`config.mk`:
```
export PLATFORM = sky130hd
export DESIGN_NAME = comb_bist_driver
export DESIGN_NICKNAME = d
export VERILOG_FILES = /design/src/rtl/comb_bist_pkg.sv /design/src/rtl/comb_bist_misr.sv /design/src/rtl/comb_bist_driver.sv
export SDC_FILE = /design/constraint.sdc
export NUM_CORES = 1
export LEC_CHECK = 0
export ABC_AREA = 1
export CAP_MARGIN = 20
export CORE_AREA = 2 2 161 163
export CTS_CLUSTER_DIAMETER = 120
export CTS_CLUSTER_SIZE = 16
export DETAILED_ROUTE_END_ITERATION = 7
export DIE_AREA = 0 0 163 165
export MAX_ROUTING_LAYER = met4
export PLACE_DENSITY = 0.58
export SLEW_MARGIN = 10
export SYNTH_ARGS = -nofsm -noshare
export SYNTH_HDL_FRONTEND = slang
export SYNTH_SLANG_ARGS = --single-unit
```
`constraint.sdc`:
```
create_clock -name clk -period 2 [get_ports clk]
set_input_delay 0.4 -clock clk [delete_from_list [all_inputs] [get_ports clk]]
set_output_delay 0.4 -clock clk [all_outputs]
set_load 0.005 [all_outputs]
```
`src/rtl/comb_bist_pkg.sv`:
```
`default_nettype none
// ============================================================================
//  Module      : comb_bist_pkg
//  Description : Shared types, polynomials and step functions for the
//                combinational-netlist BIST driver (LFSR source, MISR sink).
//  Revision    : 1.0 - initial release
// ============================================================================
package comb_bist_pkg;

    localparam int          CNT_W     = 16;

    // Right-shifting Galois form of x^64+x^63+x^61+x^60+1: taps at bits 63,62,60,59
    localparam logic [63:0] LFSR_POLY = 64'hD800_0000_0000_0000;

    localparam logic [31:0] MISR_POLY = 32'h04C1_1DB7;

    typedef enum logic [2:0] {
        IDLE  = 3'd0,
        SEED  = 3'd1,
        RUN   = 3'd2,
        DRAIN = 3'd3,
        DONE  = 3'd4
    } state_t;

    function automatic logic [63:0] lfsr_next(input logic [63:0] s);
        return (s >> 1) ^ (s[0] ? LFSR_POLY : 64'd0);
    endfunction

    function automatic logic [31:0] misr_next(input logic [31:0] s, input logic [31:0] d);
        return {s[30:0], 1'b0} ^ (s[31] ? MISR_POLY : 32'd0) ^ d;
    endfunction

endpackage
`default_nettype wire

```
`src/rtl/comb_bist_misr.sv`:
```
`default_nettype none
// ============================================================================
//  Module      : comb_bist_misr
//  Description : 32-bit multiple-input signature register. Reloads its seed on
//                i_load and folds i_data into the signature on i_en.
//  Revision    : 1.0 - initial release
// ============================================================================
module comb_bist_misr
    import comb_bist_pkg::*;
#(
    parameter logic [31:0] MISR_SEED = 32'h0000_0000
) (
    input  logic        clk,
    input  logic        rst_n,
    input  logic        i_load,
    input  logic        i_en,
    input  logic [31:0] i_data,
    output logic [31:0] o_sig
);

    logic [31:0] r_sig;

    // Signature register: seed on reset/load, one polynomial step per enabled cycle
    always_ff @(posedge clk or negedge rst_n) begin
        if (!rst_n) begin
            r_sig <= MISR_SEED;
        end else if (i_load) begin
            r_sig <= MISR_SEED;
        end else if (i_en) begin
            r_sig <= misr_next(r_sig, i_data);
        end
    end

    assign o_sig = r_sig;

endmodule
`default_nettype wire

```
`src/rtl/comb_bist_driver.sv`:
```
`default_nettype none
// ============================================================================
//  Module      : comb_bist_driver
//  Description : Applies PATTERN_CNT LFSR vectors to a combinational netlist,
//                compacts the responses in a MISR and compares the signature
//                with a golden value.
//                Optional macro COMB_BIST_DUAL_COMPARE_EN adds a per-cycle
//                comparison against a reference response with first-mismatch
//                index capture.
//  Revision    : 1.0 - initial release
// ============================================================================
module comb_bist_driver
    import comb_bist_pkg::*;
#(
    parameter int          IN_W        = 41,
    parameter int          OUT_W       = 21,
    parameter int          PATTERN_CNT = 1024,
    parameter int          RESP_LAT    = 0,
    parameter logic [63:0] LFSR_SEED   = 64'hACE1_0000_0000_0001,
    parameter logic [31:0] MISR_SEED   = 32'h0000_0000
) (
    input  logic             clk,
    input  logic             rst_n,
    input  logic             start_i,
    input  logic             abort_i,
    output logic [IN_W-1:0]  pat_o,
    input  logic [OUT_W-1:0] resp_i,
    input  logic [31:0]      golden_i,
    output logic             busy_o,
    output logic             done_o,
    output logic [31:0]      sig_o,
    output logic             pass_o
`ifdef COMB_BIST_DUAL_COMPARE_EN
    ,
    input  logic [OUT_W-1:0] ref_resp_i,
    output logic             mism_o,
    output logic [CNT_W-1:0] mism_idx_o
`endif
);

    state_t            r_state;
    logic [63:0]       r_lfsr;
    logic [IN_W-1:0]   r_pat;
    logic [CNT_W-1:0]  r_pat_cnt;
    logic [1:0]        r_drain_cnt;
    logic [31:0]       r_golden;
    logic              r_busy;
    logic              r_done;
    logic              r_pass;

    logic [63:0]       w_lfsr_nxt;
    logic              w_run;
    logic              w_last;
    logic              w_cap;
    logic              w_cap_en;
    logic              w_load;
    logic [31:0]       w_sig;
    logic              w_cmp_ok;

    assign w_lfsr_nxt = lfsr_next(r_lfsr);
    assign w_run      = (r_state == RUN);
    assign w_last     = (r_pat_cnt == CNT_W'(PATTERN_CNT - 1));
    // Abort wins over everything, including a pending MISR update or seed load
    assign w_cap_en   = w_cap && !abort_i;
    assign w_load     = (r_state == SEED) && !abort_i;

    // Response-valid pipe: a RUN cycle becomes a capture cycle RESP_LAT cycles later
    generate
        if (RESP_LAT == 0) begin : g_lat_zero
            assign w_cap = w_run;
        end else begin : g_lat_pipe
            logic [RESP_LAT-1:0] r_vpipe;

            // Shift RUN-cycle markers toward the capture tap; flushed on seed/abort
            always_ff @(posedge clk or negedge rst_n) begin
                if (!rst_n) begin
                    r_vpipe <= '0;
                end else if (abort_i || r_state == SEED) begin
                    r_vpipe <= '0;
                end else begin
                    r_vpipe <= (r_vpipe << 1) | RESP_LAT'(w_run);
                end
            end

            assign w_cap = r_vpipe[RESP_LAT-1];
        end
    endgenerate

    // Sequencer: owns the FSM, LFSR, pattern counter and all registered flags
    always_ff @(posedge clk or negedge rst_n) begin
        if (!rst_n) begin
            r_state     <= IDLE;
            r_lfsr      <= '0;
            r_pat       <= '0;
            r_pat_cnt   <= '0;
            r_drain_cnt <= '0;
            r_golden    <= '0;
            r_busy      <= 1'b0;
            r_done      <= 1'b0;
            r_pass      <= 1'b0;
        end else if (abort_i) begin
            r_state <= IDLE;
            r_busy  <= 1'b0;
            r_done  <= 1'b0;
            r_pass  <= 1'b0;
        end else begin
            case (r_state)
                IDLE: begin
                    if (start_i) begin
                        r_state  <= SEED;
                        r_busy   <= 1'b1;
                        r_done   <= 1'b0;
                        r_pass   <= 1'b0;
                        r_golden <= golden_i;
                    end
                end
                SEED: begin
                    r_lfsr    <= LFSR_SEED;
                    r_pat     <= LFSR_SEED[IN_W-1:0];
                    r_pat_cnt <= '0;
                    r_state   <= RUN;
                end
                RUN: begin
                    r_lfsr <= w_lfsr_nxt;
                    if (w_last) begin
                        // Last vector stays on the pads through DRAIN
                        r_drain_cnt <= '0;
                        r_state     <= (RESP_LAT == 0) ? DONE : DRAIN;
                    end else begin
                        r_pat_cnt <= r_pat_cnt + 16'd1;
                        r_pat     <= w_lfsr_nxt[IN_W-1:0];
                    end
                end
                DRAIN: begin
                    if (r_drain_cnt == 2'(RESP_LAT - 1)) begin
                        r_state <= DONE;
                    end else begin
                        r_drain_cnt <= r_drain_cnt + 2'd1;
                    end
                end
                DONE: begin
                    r_state <= IDLE;
                    r_busy  <= 1'b0;
                    r_done  <= 1'b1;
                    r_pass  <= (w_sig == r_golden) && w_cmp_ok;
                end
                default: begin
                    r_state <= IDLE;
                    r_busy  <= 1'b0;
                end
            endcase
        end
    end

    comb_bist_misr #(
        .MISR_SEED (MISR_SEED)
    ) u_misr (
        .clk    (clk),
        .rst_n  (rst_n),
        .i_load (w_load),
        .i_en   (w_cap_en),
        .i_data (32'(resp_i)),
        .o_sig  (w_sig)
    );

`ifdef COMB_BIST_DUAL_COMPARE_EN
    logic [CNT_W-1:0] r_resp_cnt;
    logic             r_mism;
    logic [CNT_W-1:0] r_mism_idx;

    // Response counter gives the vector index of each capture; first mismatch is sticky
    always_ff @(posedge clk or negedge rst_n) begin
        if (!rst_n) begin
            r_resp_cnt <= '0;
            r_mism     <= 1'b0;
            r_mism_idx <= '0;
        end else if (w_load) begin
            r_resp_cnt <= '0;
            r_mism     <= 1'b0;
            r_mism_idx <= '0;
        end else if (w_cap_en) begin
            r_resp_cnt <= r_resp_cnt + 16'd1;
            if (!r_mism && (resp_i != ref_resp_i)) begin
                r_mism     <= 1'b1;
                r_mism_idx <= r_resp_cnt;
            end
        end
    end

    assign w_cmp_ok   = !r_mism;
    assign mism_o     = r_mism;
    assign mism_idx_o = r_mism_idx;
`else
    assign w_cmp_ok   = 1'b1;
`endif

    assign pat_o  = r_pat;
    assign busy_o = r_busy;
    assign done_o = r_done;
    assign sig_o  = w_sig;
    assign pass_o = r_pass;

endmodule
`default_nettype wire
```
Yosys cells after proc, flatten, opt, wreduce, memory -nomap -nowiden

Index checks and enable logic that the tools add are counted.

Bits in registers: 193
Output and inout bits: 76
Input port bits: 57
Word-level logic and storage cells: 71

Equality and inequality tests: 14
Mux-type cells: 25
Reduce and logical (&&, ||, !) cells: 16
Add/sub/neg operators: 2
Bitwise gates (word level): 4

Operators with widths:

| operator                                              | number |
|---|---|
| case mux 64 bit (2 select lines)                      | 1 |
| case mux 41 bit (2 select lines)                      | 1 |
| 2-to-1 mux 32 bit                                     | 2 |
| 2-to-1 mux 64 bit                                     | 1 |
| XOR 63 x 64 -> 64 bit                                 | 1 |
| 2-to-1 mux 41 bit                                     | 1 |
| equality test 32 bit                                  | 1 |
| case mux 16 bit (2 select lines)                      | 1 |
| XOR 32 x 21 -> 32 bit                                 | 1 |
| XOR 32 bit                                            | 1 |
| 2-to-1 mux 27 bit                                     | 1 |
| adder 16 x 1 -> 16 bit, second input constant         | 1 |
| equality test 16 x 10 -> 1 bit, second input constant | 1 |
| 2-to-1 mux 16 bit                                     | 1 |
| 2-to-1 mux 3 bit                                      | 4 |
| case mux 3 bit (4 select lines)                       | 1 |
| inequality test 3 bit, second input constant          | 3 |
| AND reduction 3 bit                                   | 3 |
| equality test 3 x 2 -> 1 bit, second input constant   | 2 |
| inequality test 2 bit, second input constant          | 3 |
| case mux 1 bit (2 select lines)                       | 3 |
| AND reduction 2 bit                                   | 3 |
| nonzero test 2 bit                                    | 3 |
| 2-to-1 mux 1 bit                                      | 5 |
| other kinds (14)                                      | 16 |

Logic depth before layout (Yosys ltp)

Word-level depth: 5
Depth in mapped cells: 11
Depth with buffers taken out: 10

Modules after synthesis

Synthesis repeated with hierarchy kept, for this count alone.

Cells, all modules: 1046
Area total of the unflattened synthesis: 8914.8 um2

Modules (own cells, without submodules):

| module           | seq. area each (um2) | area each (um2) | instances | cells each |
|---|---|---|---|---|
| comb_bist_driver | 4028.9               | 7168.1          | 1         | 822 |
| comb_bist_misr   | 800.8                | 1746.7          | 1         | 224 |

Worst setup path after synthesis

OpenSTA, ideal clock, no wires.

Path kind: reg2reg
Start: reg r_pat_cnt[0]
End: reg r_pat[20], in the netlist pat_o[20]
Buffers on the path: 1
Data required time: 1.874 ns
Setup slack: 0.357 ns
Stages on the path, launching flop included: 12
Arrival: 1.517 ns
Period minus slack after synthesis: 1.643 ns
Setup time: 0.126 ns
Cells stage by stage: dfrtp_1 ha_1 nand2_2 nor2_4 and2_4 nand2_2 nand2_2 nand2_2 clkinv_4 buf_6 nand2_1 o21ai_0

Longest elaborated chain between the ends: 3

RTL lines:

| what                            | RTL line                | RTL |
|---|---|---|
| start: declaration              | comb_bist_driver.sv:44  | `logic [CNT_W-1:0] r_pat_cnt;` |
| start signal: assignment        | comb_bist_driver.sv:130 | `r_pat_cnt <= r_pat_cnt + 16'd1;` |
| equality test 16 x 10 -> 1 bit  | comb_bist_driver.sv:62  | `assign w_last = (r_pat_cnt == CNT_W'(PATTERN_CNT - 1));` |
| inequality test 2 bit (no line) | --                      |  |
| AND reduction 3 bit (no line)   | --                      |  |
| end signal: assignment          | comb_bist_driver.sv:119 | `r_pat <= LFSR_SEED[IN_W-1:0];` |
| end signal: assignment          | comb_bist_driver.sv:131 | `r_pat <= w_lfsr_nxt[IN_W-1:0];` |
| end: declaration                | comb_bist_driver.sv:43  | `logic [IN_W-1:0] r_pat;` |

Every way passes these cells.
A chain may end at the register's enable or synchronous reset.

Worst setup path in the final report

Start: reg u_misr.r_sig[25], in the netlist u_misr.o_sig[25]
End: out sig_o[25]

RTL lines:

| what                     | RTL line               | RTL |
|---|---|---|
| start: declaration       | comb_bist_misr.sv:21   | `logic [31:0] r_sig;` |
| start signal: assignment | comb_bist_misr.sv:30   | `r_sig <= misr_next(r_sig, i_data);` |
| end: declaration         | comb_bist_driver.sv:31 | `output logic [31:0] sig_o,` |

No word-level cell between the ends.

==> impl_metrics.tcl <==
set metrics [dict create \
    worst-setup-path-type "flop to output pin" \
    pwr_density_cell_nw_per_um2 1160 \
    die_h_um 165 \
    share_of_total_power_in_sequential_cells_pct 42.7 \
    avgRoutedWirePerCell_um 14.8 \
    reg2reg_to "pat_o[24]" \
    floorplan.rows 58 \
    synth_edf_count 0 \
    die_width_um 163 \
    worst_setup_ep_type "output pin" \
    ys_async_sr_fraction_pct 100 \
    critical_path_buf_inv_count 1 \
    cp_slowest_cell "clkdlybuf4s50_1" \
    floorplan.initialDensity_pct 34.5 \
    finalClockSkew_ns 0.0134 \
    achievable-frequency_mhz 516 \
    pin_count 133 \
    max_stage_delay_ns 0.59 \
    fin_crit_sh_pct 96.9 \
    cell_total_after_placement 1413 \
    overflow_left_after_global_routing 0 \
    most-common-layout-cells "210 x nand2_1, 193 x dfrtp_1, 131 x clkdlybuf4s50_1" \
    rr_startpoint "r_pat_cnt[1]" \
    number_of_warnings_reported_in_the_yosys_synthesis_log 0 \
    layout.core_utilization_pct 44.7 \
    synthesis.nets 1018 \
    pin_count_of_the_biggest_net_entering_global_routing 62 \
    synth_top_flop_cell "dfrtp_1" \
    instances_no_fill 1447 \
    clock_insertion_delay_worst_skew_ns 0.44 \
    fill_cells 2452 \
    comb_power_share_pct 30.2 \
    max_slew_margin_pct 71.4 \
    cellLeakagePower_uw 0.00500 \
    cts_tree "built" \
    synth_cells 959 \
    antenna_left 0 \
    initialDrtViolationCount 396 \
    place_worst_setup_slack_ns 0.0668 \
    intPower_uw 8710 \
    cp_max_fo 4 \
    dp_hpwl_um 14900 \
    dieArea_sq_um 26900 \
    drt-vias-per-instance 4.68 \
    finalMaxSlewViolations 0 \
    cts_buffer_depth 2 \
    clk_transition_reported_paths_ns 0.08 \
    finalSetupTns_ns 0 \
    vdd_drop_max_mv 0.560 \
    worstRegToRegCells 11 \
    grt_pass1_vias 6659 \
    synth_seq_area_share_pct 55.9 \
    routabilityCongestion 0.823 \
    area_growth_pct 29.6 \
    outcome "completed" \
    final.setup.worst_slack_ns 0.0621 \
    core_area_sq_um 25000 \
    final_period_minus_worst_setup_slack_ns 1.94 \
    worstHoldPathType "input port to async pin" \
    synth_cell_area_sq_um 8630 \
    grt_first_pass_wirelength_um 34900 \
    critPathRequiredTime_ns 1.60 \
    count_of_buffers_added_by_post_cts_timing_repair_for_setup 0 \
    synth_seq_cells 193 \
    syn-mean-instance-area_sq_um 9.00 \
    remaining_drc_errors 0 \
    grt_antenna_before_repair 1 \
    share_of_power_burned_in_the_clock_network_pct 27.1 \
    clock_buffers_created_by_tritoncts 17 \
    hold_viol 0 \
    gr-usage-all-layers_pct 16.9 \
    cts.sinks 193 \
    critical_path.cell_chain "clkdlybuf4s50_1" \
    setup_violation_total_in_the_final_timing_report 0 \
    timing_worst_slew_pin_value_ns 0.429 \
    design.final.nets 1162 \
    cp_top_family "buffers and inverters" \
    cts_max_level 4 \
    finalPower_uw 13000 \
    max-cap-violations 0 \
    number_of_distinct_library_cell_variants_in_the_gate_level_netlist_after_synthesis 31 \
    layout.cells.most_common "nand2_1" \
    drive_gt1_share_pct 9.59 \
    number_of_optimization_iterations_in_the_first_detailed_route_pass 6 \
    worst-r2r-setup-slack_ns 0.24 \
    power.switching_uw 4260 \
    post_cts_resized 0 \
    cts.root.buffer_cell "clkbuf_16" \
    drt_total_wl_um 21400 \
    io_buffers 132 \
    worstSetupStartpointType "flop" \
    critPathArrivalTime_ns 1.54 \
    swShare_pct 32.9 \
    setup_repair_after_global_routing_missed_its_margin "no" \
    dr_total_vias 6773 \
]
==> cell type report <==
class	count	area, sq um	area share, %
timing repair buffer	171	1800	16.0
tap	330	413	3.69
multi-input combinational	603	3100	27.7
clock inverter	13	170	1.52
inverter	117	444	3.97
clock buffer	19	433	3.87
sequential	193	4830	43.2
antenna	1	2.50	0.0224
==> power groups by stage <==
stage | logic, uW | clock network, uW | registers, uW
final | 3920 | 3520 | 5540
after global routing | 4360 | 3760 | 5670
after CTS | 3980 | 3610 | 5550
after detailed placement | 3950 | 0 | 5610
after global placement | 3910 | 0 | 5610
after floorplan | 2040 | 0 | 5460
==> cell families after synthesis <==
| logic type | Yosys count | synth area share [%] |
|---|---|---|
| and+or+nand+nor | 358 | 17.5 |
| AOI/OAI and AO/OA | 181 | 11.3 |
| DFF | 193 | 55.9 |
| muxes | 15 | 1.96 |
| buffers and inverters | 163 | 8.26 |
| adders and majority gates | 2 | 0.290 |
| xor gates and xnor gates | 47 | 4.77 |
==> worst max-delay path by stage <==
stage	start	endpoint	depth (start not counted)	slack, ns
6_report	u_misr.o_sig[25]	sig_o[25]	1	0.06
5_1_grt	u_misr.o_sig[25]	sig_o[25]	1	0.03
4_1_cts	u_misr.o_sig[25]	sig_o[25]	1	0.05
3_5_place_dp	abort_i	r_lfsr[62]	8	0.07
3_3_place_gp	abort_i	pat_o[20]	9	0.09
2_1_floorplan	r_pat_cnt[0]	pat_o[20]	11	0.36
==> synthesized netlist by cell type (all sizes together) (16+ instances only) <==
| cell | instances | share of area, % |
|---|---|---|
| nand2 | 215 | 9.5 |
| buf | 28 | 2.3 |
| xor2 | 16 | 1.6 |
| nor2 | 56 | 2.7 |
| nand3 | 73 | 4.3 |
| o21ai | 123 | 7.5 |
| inv | 116 | 5.0 |
| o22ai | 26 | 1.9 |
| dfrtp | 193 | 56 |
| a21oi | 28 | 1.6 |
| clkbuf | 18 | 0.78 |
| xnor2 | 31 | 3.1 |
==> state kept, by name, indices dropped and copies added, names as in the netlist <==
signal        cells
r_golden         32
r_drain_cnt       2
r_pat_cnt        16
u_misr.o_sig     32
pass_o            1
busy_o            1
done_o            1
r_lfsr           64
r_state           3
pat_o            41
==> per-stage QoR <==
stage / hold slack [ns] / instance area, sq um
after global routing: 0.493 / 11200
after CTS: 0.470 / 11200
after detailed placement: 0.385 / 10600
after global placement: 0.384 / 10600
final: 0.461 / 11200
after floorplan: 0.104 / 8630
==> per-layer routing <==
metal / vias up / share of wire (%) / GRT usage (%)
met5: - / 0 / -
met4: 0 / 1.7 / 5.31
met3: 26 / 2.1 / 2.21
met2: 92 / 48 / 26.8
met1: 3290 / 48 / 22.8
li1: 3365 / - / -
==> what timing repair did <==
item,4_1_cts,5_1_grt
setup endpoints to repair,0,0
hold buffers,1,0
hold endpoints to repair,42,0
Power figures use the tool's default switching activity.
